--- src/rtl/vga_write_arbiter.sv ---
// Arbitrates the single framebuffer write port between a full-screen clear
// engine and two pixel renderers; all outputs are registered.
module vga_write_arbiter #(
   parameter int SCREEN_W = 160,
   parameter int SCREEN_H = 120
) (
   input  logic       clk,
   input  logic       resetn,
   input  logic       clear_req,
   input  logic [2:0] clear_colour,
   input  logic       req0,
   input  logic       req1,
   input  logic       done0,
   input  logic       done1,
   input  logic [7:0] x0,
   input  logic [7:0] x1,
   input  logic [6:0] y0,
   input  logic [6:0] y1,
   input  logic [2:0] c0,
   input  logic [2:0] c1,
   input  logic       we0,
   input  logic       we1,
   output logic       gnt0,
   output logic       gnt1,
   output logic       busy,
   output logic [7:0] vga_x,
   output logic [6:0] vga_y,
   output logic [2:0] vga_colour,
   output logic       vga_plot,
   output logic       clear_done
);

   // state  | meaning
   // IDLE   | port free, arbitration decided each cycle
   // CLEAR  | sweeping every pixel with clear_colour
   // OWN0   | requester 0 (board) owns the port
   // OWN1   | requester 1 (overlay) owns the port
   typedef enum logic [1:0] {S_IDLE, S_CLEAR, S_OWN0, S_OWN1} state_t;

   localparam logic [7:0] CX_LAST = 8'(SCREEN_W - 1);
   localparam logic [6:0] CY_LAST = 7'(SCREEN_H - 1);

   state_t     r_state;
   state_t     w_next;
   logic       r_clear_pend;
   logic       r_last_served;
   logic [7:0] r_cx;
   logic [6:0] r_cy;
   logic       r_gnt0;
   logic       r_gnt1;
   logic       r_busy;
   logic [7:0] r_vga_x;
   logic [6:0] r_vga_y;
   logic [2:0] r_vga_colour;
   logic       r_vga_plot;
   logic       r_clear_done;
   logic       w_last_pix;

   assign w_last_pix = (r_cx == CX_LAST) && (r_cy == CY_LAST);

   always_comb begin
      w_next = r_state;
      case (r_state)
         S_IDLE: begin
            if (r_clear_pend || clear_req)  w_next = S_CLEAR;
            else if (req0 && req1)          w_next = r_last_served ? S_OWN0 : S_OWN1;
            else if (req0)                  w_next = S_OWN0;
            else if (req1)                  w_next = S_OWN1;
         end
         S_CLEAR: if (w_last_pix) w_next = S_IDLE;
         S_OWN0:  if (done0)      w_next = S_IDLE;
         S_OWN1:  if (done1)      w_next = S_IDLE;
         default: w_next = S_IDLE;
      endcase
   end

   always_ff @(posedge clk or negedge resetn) begin
      if (!resetn) begin
         r_state       <= S_IDLE;
         r_clear_pend  <= 1'b0;
         r_last_served <= 1'b1;
         r_cx          <= '0;
         r_cy          <= '0;
         r_gnt0        <= 1'b0;
         r_gnt1        <= 1'b0;
         r_busy        <= 1'b0;
         r_vga_x       <= '0;
         r_vga_y       <= '0;
         r_vga_colour  <= '0;
         r_vga_plot    <= 1'b0;
         r_clear_done  <= 1'b0;
      end else begin
         r_state      <= w_next;
         r_gnt0       <= (w_next == S_OWN0);
         r_gnt1       <= (w_next == S_OWN1);
         r_busy       <= (w_next != S_IDLE);
         r_clear_done <= (r_state == S_CLEAR) && w_last_pix;

         // entry into CLEAR consumes the pending request; requests during CLEAR are dropped
         if (r_state != S_CLEAR) begin
            if (w_next == S_CLEAR) r_clear_pend <= 1'b0;
            else if (clear_req)    r_clear_pend <= 1'b1;
         end

         if (r_state == S_CLEAR) begin
            if (r_cx == CX_LAST) begin
               r_cx <= '0;
               r_cy <= (r_cy == CY_LAST) ? '0 : r_cy + 7'd1;
            end else begin
               r_cx <= r_cx + 8'd1;
            end
         end else begin
            r_cx <= '0;
            r_cy <= '0;
         end

         if (r_state == S_OWN0 && done0) r_last_served <= 1'b0;
         if (r_state == S_OWN1 && done1) r_last_served <= 1'b1;

         case (r_state)
            S_CLEAR: begin
               r_vga_x      <= r_cx;
               r_vga_y      <= r_cy;
               r_vga_colour <= clear_colour;
               r_vga_plot   <= 1'b1;
            end
            S_OWN0: begin
               r_vga_x      <= x0;
               r_vga_y      <= y0;
               r_vga_colour <= c0;
               r_vga_plot   <= we0;
            end
            S_OWN1: begin
               r_vga_x      <= x1;
               r_vga_y      <= y1;
               r_vga_colour <= c1;
               r_vga_plot   <= we1;
            end
            default: r_vga_plot <= 1'b0;
         endcase
      end
   end

   assign gnt0       = r_gnt0;
   assign gnt1       = r_gnt1;
   assign busy       = r_busy;
   assign vga_x      = r_vga_x;
   assign vga_y      = r_vga_y;
   assign vga_colour = r_vga_colour;
   assign vga_plot   = r_vga_plot;
   assign clear_done = r_clear_done;

endmodule

--- config.mk ---
export PLATFORM = sky130hd
export DESIGN_NAME = vga_write_arbiter
export DESIGN_NICKNAME = d
export VERILOG_FILES = /design/src/rtl/vga_write_arbiter.sv
export SDC_FILE = /design/constraint.sdc
export NUM_CORES = 1
export LEC_CHECK = 0
export CAP_MARGIN = 20
export CORE_ASPECT_RATIO = 0.8
export CORE_MARGIN = 3
export CORE_UTILIZATION = 46
export CTS_BUF_LIST = sky130_fd_sc_hd__clkbuf_16
export DETAILED_ROUTE_END_ITERATION = 10
export GPL_TIMING_DRIVEN = 0
export PLACE_DENSITY_LB_ADDON = 0.08
export SETUP_SLACK_MARGIN = 0.15
export SYNTH_ARGS = -nofsm -noshare
export SYNTH_HDL_FRONTEND = slang
export SYNTH_SLANG_ARGS = --single-unit
--- constraint.sdc ---
create_clock -name clk -period 4.5 [get_ports clk]
set_input_delay 0.45 -clock clk [delete_from_list [all_inputs] [get_ports clk]]
set_output_delay 0.45 -clock clk [all_outputs]
set_load 0.01 [all_outputs]
# Word-level counts from Yosys, hierarchy flattened
# Index checks and enable logic that the tools add are counted.
# W data, S select, Z words.
# totals
register_bits	42
wordCells	59
output_inout_bits	23
inputBits	48
# classes
n_eq_ne	10
mux	22
add_sub_neg	2
n_reduce_logical	12
# ops
operator	count
$pmux W8 S3	1
$mux W7	3
$pmux W7 S3	1
$mux W8	2
$mux W2	7
$pmux W3 S3	1
$add A8 B1 Y8 const B	1
$eq A2 B2 Y1 const B	4
$eq A8 B8 Y1 const B	1
$pmux W2 S4	1
$add A7 B1 Y7 const B	1
$eq A7 B7 Y1 const B	1
$reduce_bool A2 Y1	3
$logic_and A1 B1 Y1	5
$mux W1	5
$eq A2 B1 Y1 const B	2
$pmux W1 S3	1
$reduce_bool A3 Y1	1
$logic_not A2 Y1	1
$ne A2 B1 Y1 const B	1
$ne A2 B2 Y1 const B	1
$reduce_and A2 Y1	1
$logic_or A1 B1 Y1	1

# Longest topological paths before layout
# depth
word_depth	8
depth_mapped	7
depth_no_buf	6

# Worst setup path after synthesis
# OpenSTA, ideal clock, no wires.
# synth_timing
path_type	reg2reg
startpoint	register r_cx[0]
endpoint	register r_cy[4]
n_path_buf	2
setup_time_ns	0.138
t_required_ns	4.362
arrival_ns	1.432
slack_ns	2.930
path_stages_with_launch	8
period_less_slack_ns	1.570
cell_sequence	dfrtp_1 > ha_1 > and4_1 > buf_6 > and2_4 > buf_6 > a41oi_2 > a311oi_2
# synth_between
elab_chain_len	2
# synth_rtl
item	line	rtl
start, declared	47	logic [7:0] r_cx;
start signal, assigned	110	r_cx <= r_cx + 8'd1;
$eq A8 B8 Y1	106	if (r_cx == CX_LAST) begin
$ne A2 B2 Y1 (no source line)	--	
end signal, assigned	108	r_cy <= (r_cy == CY_LAST) ? '0 : r_cy + 7'd1;
end, declared	48	logic [6:0] r_cy;
# No other way between the ends.
# A chain may end at the register's enable or synchronous reset.

# Worst setup path in the final report
# layout_timing
startpoint	register r_cx[0]
endpoint	register r_gnt0, in the netlist gnt0
# layout_between
elab_chain_len	5
# layout_rtl
item	line	rtl
$eq A8 B8 Y1	59	assign w_last_pix = (r_cx == CX_LAST) && (r_cy == CY_LAST);
$logic_and A1 B1 Y1	59	
$mux W2	70	S_CLEAR: if (w_last_pix) w_next = S_IDLE;
$pmux W2 S4	63	case (r_state)
named net w_next[0]	44	state_t w_next;
$eq A2 B2 Y1	94	r_gnt0 <= (w_next == S_OWN0);
end signal, assigned	94	
end, declared	49	logic r_gnt0;
# The timed path passes the listed nets, and every way through them passes these cells.

==> results.md <==
* CTS HTree Levels at 2
* Switch share at 31.3%
* Critical Path Slowest Stage Cell: dfrtp_1
* Synth Flop Type: dfrtp_1
* Antenna violations before repair at 0
* Worst slew pin tran at 0.919 ns
* Hold_ws at 0.308 ns
* Sw power at 0.499 mW
* Syn-to-layout area delta at 43.7%
* Final-report max-slew violation count at 0
* Top-count cell post-synth: dfrtp_1
* CTS max path bufs at 2
* Worst Path Max Fanout at 7
* Worst path cell trace: ha_1, and4_1, buf_6, nand4_2, a221oi_2, inv_2, nor2_2
* Wirelength, routed at 4910 µm
* Number of enable flip-flop cells after synthesis at 0
* GP Congestion at 0.788
* Critical path class: register to register
* Port Buffers at 70
* Average size of a mapped cell at 13.3 µm²
* Die area at 0.00534 mm²
* Peak VDD IR at 0.000230 V
* Tcrit/Tclk final at 38.1%
* Static leakage at 1.27 nW
* Clock sink total at 42
* DR pass1 iterations at 4
* Setup Fix Bufs, Post-CTS at 0
* Status: complete, no violations
* CTS buffer count at 5
* First-pass GRT wire length at 7980 µm
* Worst reg2reg path depth at 7
* Std-Cell Core Area at 0.00426 mm²
* Final HPWL DP at 3560 µm
* Max Cap Violations at 0
* Post-synthesis sequential area ratio at 50.9%
* Crit Reg-Reg Endpoint: gnt0$_DFF_PN0_
* Max Fclk at 583 MHz
* Post-route ant nets at 0
* CP top delay family: flip-flops
* CTS tree: built
* Number of global-route vias before repair at 1617
* DIE HEIGHT at 66.0 µm
* All-Layer GR Usage at 20.3%
* FILL cells at 319
* Worst R2R Start: r_cx[0]$_DFF_PN0_
* Hold_buf cts at 0
* # setup viols final at 0
* CP endpoint kind: register
* P_int at 1.10 mW
* Final Hold Vio Count at 0
* Clock tree root driver cell: clkbuf_16
* Iter 0 DRT Violations at 95
* R2R setup slack at 2.78 ns
* Yosys top cell area share at 49.6%
* Crit path buffers/inverters at 2
* Synthesized cell area at 0.00207 mm²
* Setup TNS at 0 ns
* Clk_skew at 0.00316 ns
* FFs w/ async S/R, synth at 100%
* Warnings, synthesis at 0
* RSZ-0062 raised after global routing: no
* Hold crit path type: input port to asynchronous set/reset pin
* Total gr overflow at 0
* Clock-pin slew on the worst setup and hold paths at 0.06 ns
* # nets final at 282
* Syn_nets at 205
* DR WL/cell at 16.9 µm
* Ant. Diodes at 0
* Layout cells sized above 1 at 18.9%
* Pin count of the biggest net entering global routing at 43
* I/O pins at 71
* FF+latch count, synth at 42
* Arrival time worst endpoint at 1.93 ns
* Slew Limit Headroom at 38.7%
* Die X at 81.0 µm
* Comb pwr share at 43.9%
* Power share of the sequential group at 35.2%
* Cell Pwr Density at 537 mW/mm²
* WP data required at 4.71 ns
* Gate Count Post-Synth at 155
* Synth top area cells: dfrtp_1 50%, mux4_2 19%, nor2_1 2.9%, nand2_1 2.7%, a21oi_1 2.2%
* Clk pwr share at 20.9%
* Crit start category: register
* Final min period at 1.72 ns
* Vias per Instance at 5.47
* Worst skew pair latency at 0.28 ns
* Post-synth top cells: 41 x dfrtp_1, 17 x mux4_2, 16 x nor2_1, 15 x nand2_1, 9 x a21oi_1
* Synth area leader: dfrtp_1
* Post-CTS resize count at 0
* Initial Util at 48.6%
* Drc violations at 0
* CP max stage delay at 0.42 ns
* Row Count at 21
* Via count at 1585
* Yosys cell types at 40
[layout make-up]
class | count | area [µm²] | area share, %
inverters | 3 | 11.3 | 0.379
clock inverters | 3 | 11.3 | 0.379
clock buffers | 5 | 125 | 4.21
well taps | 57 | 71.3 | 2.40
multi-input cells | 101 | 938 | 31.6
flip-flops and latches | 42 | 1050 | 35.4
plain buffers | 9 | 66.3 | 2.23
repair buffers | 70 | 696 | 23.4
[flip-flops by register name, summed over array words and instances (netlist names)]
| register | count |
|---|---|
| busy | 1 |
| clear_done | 1 |
| gnt0 | 1 |
| gnt1 | 1 |
| r_clear_pend | 1 |
| r_cx | 8 |
| r_cy | 7 |
| r_last_served | 1 |
| r_state | 2 |
| vga_colour | 3 |
| vga_plot | 1 |
| vga_x | 8 |
| vga_y | 7 |
[layer usage]
metal / share of wire (%) / global-route usage, % / up-vias
met5: 0 / 0 / -
met4: 0.63 / 7.59 / 0
met3: 7.6 / 4.50 / 4
met2: 50 / 34.1 / 67
met1: 42 / 25.7 / 791
li1: - / - / 723
[stage by stage]
step	instance area [µm²]	util (%)	cells	total power [mW]	worst slack, ns
after CTS	2970	69.8	290	1.62	2.76
after detailed placement	2840	66.6	282	1.28	2.66
final	2970	69.8	290	1.60	2.78
after global placement	2840	66.7	282	1.25	1.97
after floorplan	2070	-	155	0.968	2.93
after global routing	2970	69.8	290	1.70	2.65
[power by group through the flow]
| stage | Sequential [mW] | Clock (mW) | Combinational, mW |
|---|---|---|---|
| final | 0.562 | 0.334 | 0.701 |
| after global routing | 0.577 | 0.357 | 0.764 |
| after CTS | 0.563 | 0.342 | 0.712 |
| after detailed placement | 0.569 | 0 | 0.706 |
| after global placement | 0.559 | 0 | 0.692 |
| after floorplan | 0.598 | 0 | 0.370 |
[worst register-to-register path: cells and delay by family, from the launching register on]
family	cells	cell delay, ns
fa+ha+maj	1	0.23
buf+inv	2	0.21
flops	1	0.42
compound gates	1	0.39
simple gates	3	0.41
[worst max-delay path by stage]
| stage | start | to | depth (start not counted) |
|---|---|---|---|
| after floorplan | r_cx[0]$_DFF_PN0_ | r_cy[4]$_DFFE_PN0P_ | 7 |
| after global placement | resetn | vga_y[4]$_DFFE_PN0P_ | 1 |
| after detailed placement | req0 | busy$_DFF_PN0_ | 5 |
| after CTS | r_state[1]$_DFF_PN0_ | vga_colour[0]$_DFFE_PN0P_ | 4 |
| after global routing | r_cx[0]$_DFF_PN0_ | gnt0$_DFF_PN0_ | 7 |
| final | r_cx[0]$_DFF_PN0_ | gnt0$_DFF_PN0_ | 7 |
[kinds of logic (layout without fill, tap and decap cells)]
family	Yosys count	count (layout)	synth area share, %
buffers and inverters	12	90	3.75
multiplexers	19	19	20.3
AND/OR/NAND/NOR	55	55	14.0
flip-flops	42	42	50.9
adder cells (fa/ha/maj)	2	2	1.21
XOR/XNOR	6	6	2.54
AO/OA/AOI/OAI	19	19	7.32
[placed cells by master, fill, tap and decap left out, types with 3 or more instances in the layout]
| cell | count |
|---|---|
| nand2_1 | 15 |
| buf_2 | 6 |
| clkdlybuf4s50_1 | 69 |
| xor2_1 | 4 |
| clkbuf_16 | 5 |
| mux4_2 | 17 |
| buf_6 | 3 |
| inv_1 | 4 |
| nor2_1 | 16 |
| dfrtp_1 | 41 |
| nand3_1 | 7 |
| a21oi_1 | 9 |
Note: power is estimated with default switching activity, not from simulation.
==> patch 1: new RTL, config.mk and constraints unchanged <==
The 4 states of `state_t` get a Gray code encoding in 2 bits.
--- a/src/rtl/vga_write_arbiter.sv
+++ b/src/rtl/vga_write_arbiter.sv
@@ -35,7 +35,7 @@
    // CLEAR  | sweeping every pixel with clear_colour
    // OWN0   | requester 0 (board) owns the port
    // OWN1   | requester 1 (overlay) owns the port
-   typedef enum logic [1:0] {S_IDLE, S_CLEAR, S_OWN0, S_OWN1} state_t;
+   typedef enum logic [1:0] {S_IDLE = 2'b00, S_CLEAR = 2'b01, S_OWN0 = 2'b11, S_OWN1 = 2'b10} state_t;
 
    localparam logic [7:0] CX_LAST = 8'(SCREEN_W - 1);
    localparam logic [6:0] CY_LAST = 7'(SCREEN_H - 1);
Function: same outputs for any inputs over 10 cycles, from zero or initial values and one cycle with resetn low; not proved beyond that.
==> patch 1 against the unedited design <==
  * Synthesized cell count rose by 7.1%
  * Area after synthesis rose by 3.1%
  * Highest routed layer unchanged
  * Critical path type unchanged
  * Routed wire length rose by 22%
  * Sequential cell count did not move
  * Count of clock-buffer cells in the layout did not move
  * Setup slack got worse by 0.30 ns
  * Largest cell class unchanged
  * Cell area rose by 2.1%
Power is not compared: it rests on default switching activity, and its combinational part moved more than twofold at a synthesized area within 25%.
==> patch 1: results (changes against the unedited design) <==
The highest cell delay on the worst timing path came out at 0.60 ns (was 0.42 ns). Result of the run: complete, no violations (unchanged). The average wire per standard cell came to 19.8 µm (was 16.9 µm).

The routed via count was 1,788 (was 1,585). The gate count of the mapped netlist was 166 (was 155). The share of the yosys chip area belonging to registers came out at 0.494 (was 0.509).

The highest net fanout along the worst path came to 10 (was 7). The detail-routed via count per cell was 5.94 (was 5.47). The wire length of the first global-routing pass is 9800 µm (was 7980 µm). The setup slack after placement came to 2.55 ns (was 2.66 ns). The total placed instance area came out at 2900 µm² (was 2840 µm²). The layout filler cell count is 317 (was 319). The post-DP HPWL is 4390 µm (was 3560 µm). Most numerous cell types in the synthesized netlist: sky130_fd_sc_hd__dfrtp_1 (41), sky130_fd_sc_hd__mux4_2 (18), sky130_fd_sc_hd__a21oi_1 (10) (was sky130_fd_sc_hd__dfrtp_1 (41), sky130_fd_sc_hd__mux4_2 (17), sky130_fd_sc_hd__nor2_1 (16)).

The critical-path cell with the highest stage delay is sky130_fd_sc_hd__nor4_1 (was sky130_fd_sc_hd__dfrtp_1). The final cell area excluding filler cells came out at 3040 µm² (was 2970 µm²). The total routing resource utilization after global routing is 0.246 (was 0.203). The depth of the worst register-to-register path came out at 5 (was 7).

The buffers inserted during post-CTS setup optimization is 0 (unchanged). The via count of the first global-routing pass came to 1,894 (was 1,617). The worst-case clock skew is 0.00515 ns (was 0.00316 ns).

The fraction of final layout cells with drive strength greater than 1 is 0.160 (was 0.189). The worst slew margin relative to its limit is 0.381 (was 0.387). The global placement routability congestion is 0.796 (was 0.788). Cell types with the largest area share after synthesis: sky130_fd_sc_hd__dfrtp_1 (48%), sky130_fd_sc_hd__mux4_2 (19%), sky130_fd_sc_hd__a21oi_1 (2.3%), sky130_fd_sc_hd__o21ai_0 (2.1%), sky130_fd_sc_hd__buf_2 (1.9%) (was sky130_fd_sc_hd__dfrtp_1 (50%), sky130_fd_sc_hd__mux4_2 (19%), sky130_fd_sc_hd__nor2_1 (2.9%), sky130_fd_sc_hd__nand2_1 (2.7%), sky130_fd_sc_hd__a21oi_1 (2.2%)). The count of unique library cells instantiated by Yosys came out at 44 (was 40).
[patch 1: cell count changes in the layout (fill, tap and decap cells not counted), sizes merged, moves of 3 or more]
cell	unedited run	this run
o21ai	0	10
nor2	17	7
o31ai	0	3
o21a	0	3
nand2b	0	3
or3	0	3
nand2	15	5
or4	0	3
inv	5	12
[patch 1: routing by layer]
| layer | track usage | routed length, µm | vias to the layer above | part of all wire |
|---|---|---|---|---|
| met5 | 0 | 0 | - | 0 |
| met4 | 0.0892 | 80 | 0 | 0.013 |
| li1 | - | - | 796 | - |
| met2 | 0.384 | 2950 | 82 | 0.49 |
| met1 | 0.335 | 2490 | 901 | 0.42 |
| met3 | 0.0568 | 451 | 9 | 0.076 |
[patch 1: final cells by class]
cell class	count	share of cell area
clock buffer	5	0.0412
clock inverter	3	0.00371
sequential	42	0.347
buffer	10	0.0181
inverter	9	0.0111
timing repair buffer	70	0.229
multi-input combinational	105	0.326
tap	57	0.0235
[patch 1: path summary, 6_finish.rpt]
kind / slack [ns] / startpoint / to
max: 2.49 / r_cx[0]$_DFF_PN0_ / busy$_DFF_PN0_
min: 0.31 / resetn / r_state[0]$_DFF_PN0_
max reg2reg: 2.49 / r_cx[0]$_DFF_PN0_ / busy$_DFF_PN0_
min reg2reg: 0.50 / r_last_served$_DFFE_PN1P_ / r_last_served$_DFFE_PN1P_
max in group asynchronous: 3.61 / resetn / r_cx[5]$_DFF_PN0_
min in group clk: 0.50 / r_last_served$_DFFE_PN1P_ / r_last_served$_DFFE_PN1P_
[patch 1: critical path: cells and delay by family, from the launching register on]
family                     cells  cell delay, ns
adders and majority gates      1            0.34
and+or+nand+nor                2            0.76
buffers and inverters          1            0.16
AOI/OAI and AO/OA              1            0.16
DFF                            1            0.44
[patch 1: power by group]
group	switching (mW)	leakage [nW]	internal [mW]
Sequential	0.0693	0.534	0.453
Clock	0.136	0.0776	0.199
Combinational	0.129	0.622	0.187
[patch 1: kinds of logic (layout without fill, tap and decap cells)]
| group | Yosys count | count (layout) | share of synthesized area |
|---|---|---|---|
| flip-flops | 42 | 42 | 0.494 |
| AND/OR/NAND/NOR | 42 | 42 | 0.123 |
| AO/OA/AOI/OAI | 39 | 39 | 0.123 |
| multiplexers | 19 | 19 | 0.195 |
| buffers and inverters | 19 | 97 | 0.0417 |
| XOR/XNOR | 3 | 3 | 0.0123 |
| adder cells (fa/ha/maj) | 2 | 2 | 0.0117 |
==> patch 2: new RTL, same flow settings <==
Without the edit above. Change the parameter `SCREEN_H` from 120 to 64.
--- a/src/rtl/vga_write_arbiter.sv
+++ b/src/rtl/vga_write_arbiter.sv
@@ -2,7 +2,7 @@
 // engine and two pixel renderers; all outputs are registered.
 module vga_write_arbiter #(
    parameter int SCREEN_W = 160,
-   parameter int SCREEN_H = 120
+   parameter int SCREEN_H = 64
 ) (
    input  logic       clk,
    input  logic       resetn,
Behaviour: no difference found for any inputs over 10 cycles, from zero or initial values and one cycle with resetn low; that may be too few to reach the edited logic, so the function may still have changed.
==> patch 2 against the unedited design <==
  * Sequential cell count is the same
  * Clock skew hardly changed
  * Routed wire length rose by 2.7%
  * Area after synthesis decreased by 3.1%
  * Sequential share of layout area increased by 0.44 points
  * Setup slack lost 0.065 ns
  * Cell area shrank 1.2%
  * Largest cell class unchanged
  * Highest routed layer unchanged
Power is not compared: it rests on default switching activity, and its combinational part moved more than twofold at a synthesized area within 25%.
==> patch 2: results (changes against the unedited design) <==
The met2 routed wirelength was 2400 µm (was 2430 µm). The flop-to-flop setup slack came out at 2.72 ns (was 2.78 ns). The highest cell delay on the worst timing path is 0.47 ns (was 0.42 ns). The detail-routed via count per cell came to 5.47 (about the same).

The peak supply drop is 394 µV. Cell types with the largest area share after synthesis: sky130_fd_sc_hd__dfrtp_1 (51%), sky130_fd_sc_hd__mux4_2 (19%), sky130_fd_sc_hd__nor2_1 (2.6%), sky130_fd_sc_hd__a21oi_1 (2.5%), sky130_fd_sc_hd__nand2_1 (2.2%) (was sky130_fd_sc_hd__dfrtp_1 (50%), sky130_fd_sc_hd__mux4_2 (19%), sky130_fd_sc_hd__nor2_1 (2.9%), sky130_fd_sc_hd__nand2_1 (2.7%), sky130_fd_sc_hd__a21oi_1 (2.2%)). The global placement routability congestion is 0.812 (was 0.788). The depth of the worst register-to-register path was 5 (was 7). Result of the run: complete, no violations (unchanged). The fraction of final layout cells with drive strength greater than 1 came to 0.162 (was 0.189). The gate count of the mapped netlist came out at 150 (was 155).

The worst slew margin relative to its limit was 0.391 (was 0.387). The arrival time at the worst endpoint is 2.01 ns (was 1.93 ns). The met3 routed wirelength is 275 µm (was 372 µm).

The kind of cell adding the most delay to the critical path is simple AND/OR/NAND/NOR gates (was flip-flops). The via count of the first global-routing pass is 1,597 (was 1,617). The global routing usage on met3 was 0.0486 (was 0.0450).

The worst slack on hold paths came out at 0.299 ns (was 0.308 ns). The post-synth net total is 200 (was 205). The wire length of the first global-routing pass is 8270 µm (was 7980 µm).

The iteration-0 DRC count of the detailed router is 78 (was 95). The worst-case clock skew is 0.00288 ns (was 0.00316 ns). The net total in the final layout is 277 (was 282). The count of unique library cells instantiated by Yosys came out at 35 (was 40). The average wire per standard cell was 17.8 µm (was 16.9 µm). The global-route track usage on met1 came to 0.290 (was 0.257). The share of the yosys chip area belonging to registers is 0.525 (was 0.509).

The post-DP HPWL is 3840 µm (was 3560 µm). The total wirelength of the detailed-routed design is 5050 µm (was 4910 µm).
==> patch 2: cell type report <==
cell class              instances  area [µm²]
flip-flops and latches         42        1050
fillers                       245        1040
multi-input cells              97         900
repair buffers                 70         696
clock buffers                   5         125
well taps                      55        68.8
clock inverters                 3        41.3
plain buffers                   8        41.3
inverters                       3        11.3
==> patch 2: logic make-up (layout without fill, tap and decap cells) <==
group	Yosys count	in the layout	synth area share
and+or+nand+nor	50	50	0.127
DFF	42	42	0.525
AOI/OAI and AO/OA	19	19	0.0699
muxes	19	19	0.209
buffers and inverters	11	89	0.0262
xor gates and xnor gates	7	7	0.0306
adders and majority gates	2	2	0.0125
==> patch 2: stage by stage <==
stage                      util  area, µm²  worst slack [ns]  total power [mW]
after floorplan               -       2000              2.98             0.632
after global placement    0.697       2770              1.97             0.773
after detailed placement  0.696       2770              2.61             0.783
after CTS                 0.738       2940              2.75              1.19
after global routing      0.738       2940              2.55              1.23
final                     0.738       2940              2.72              1.18
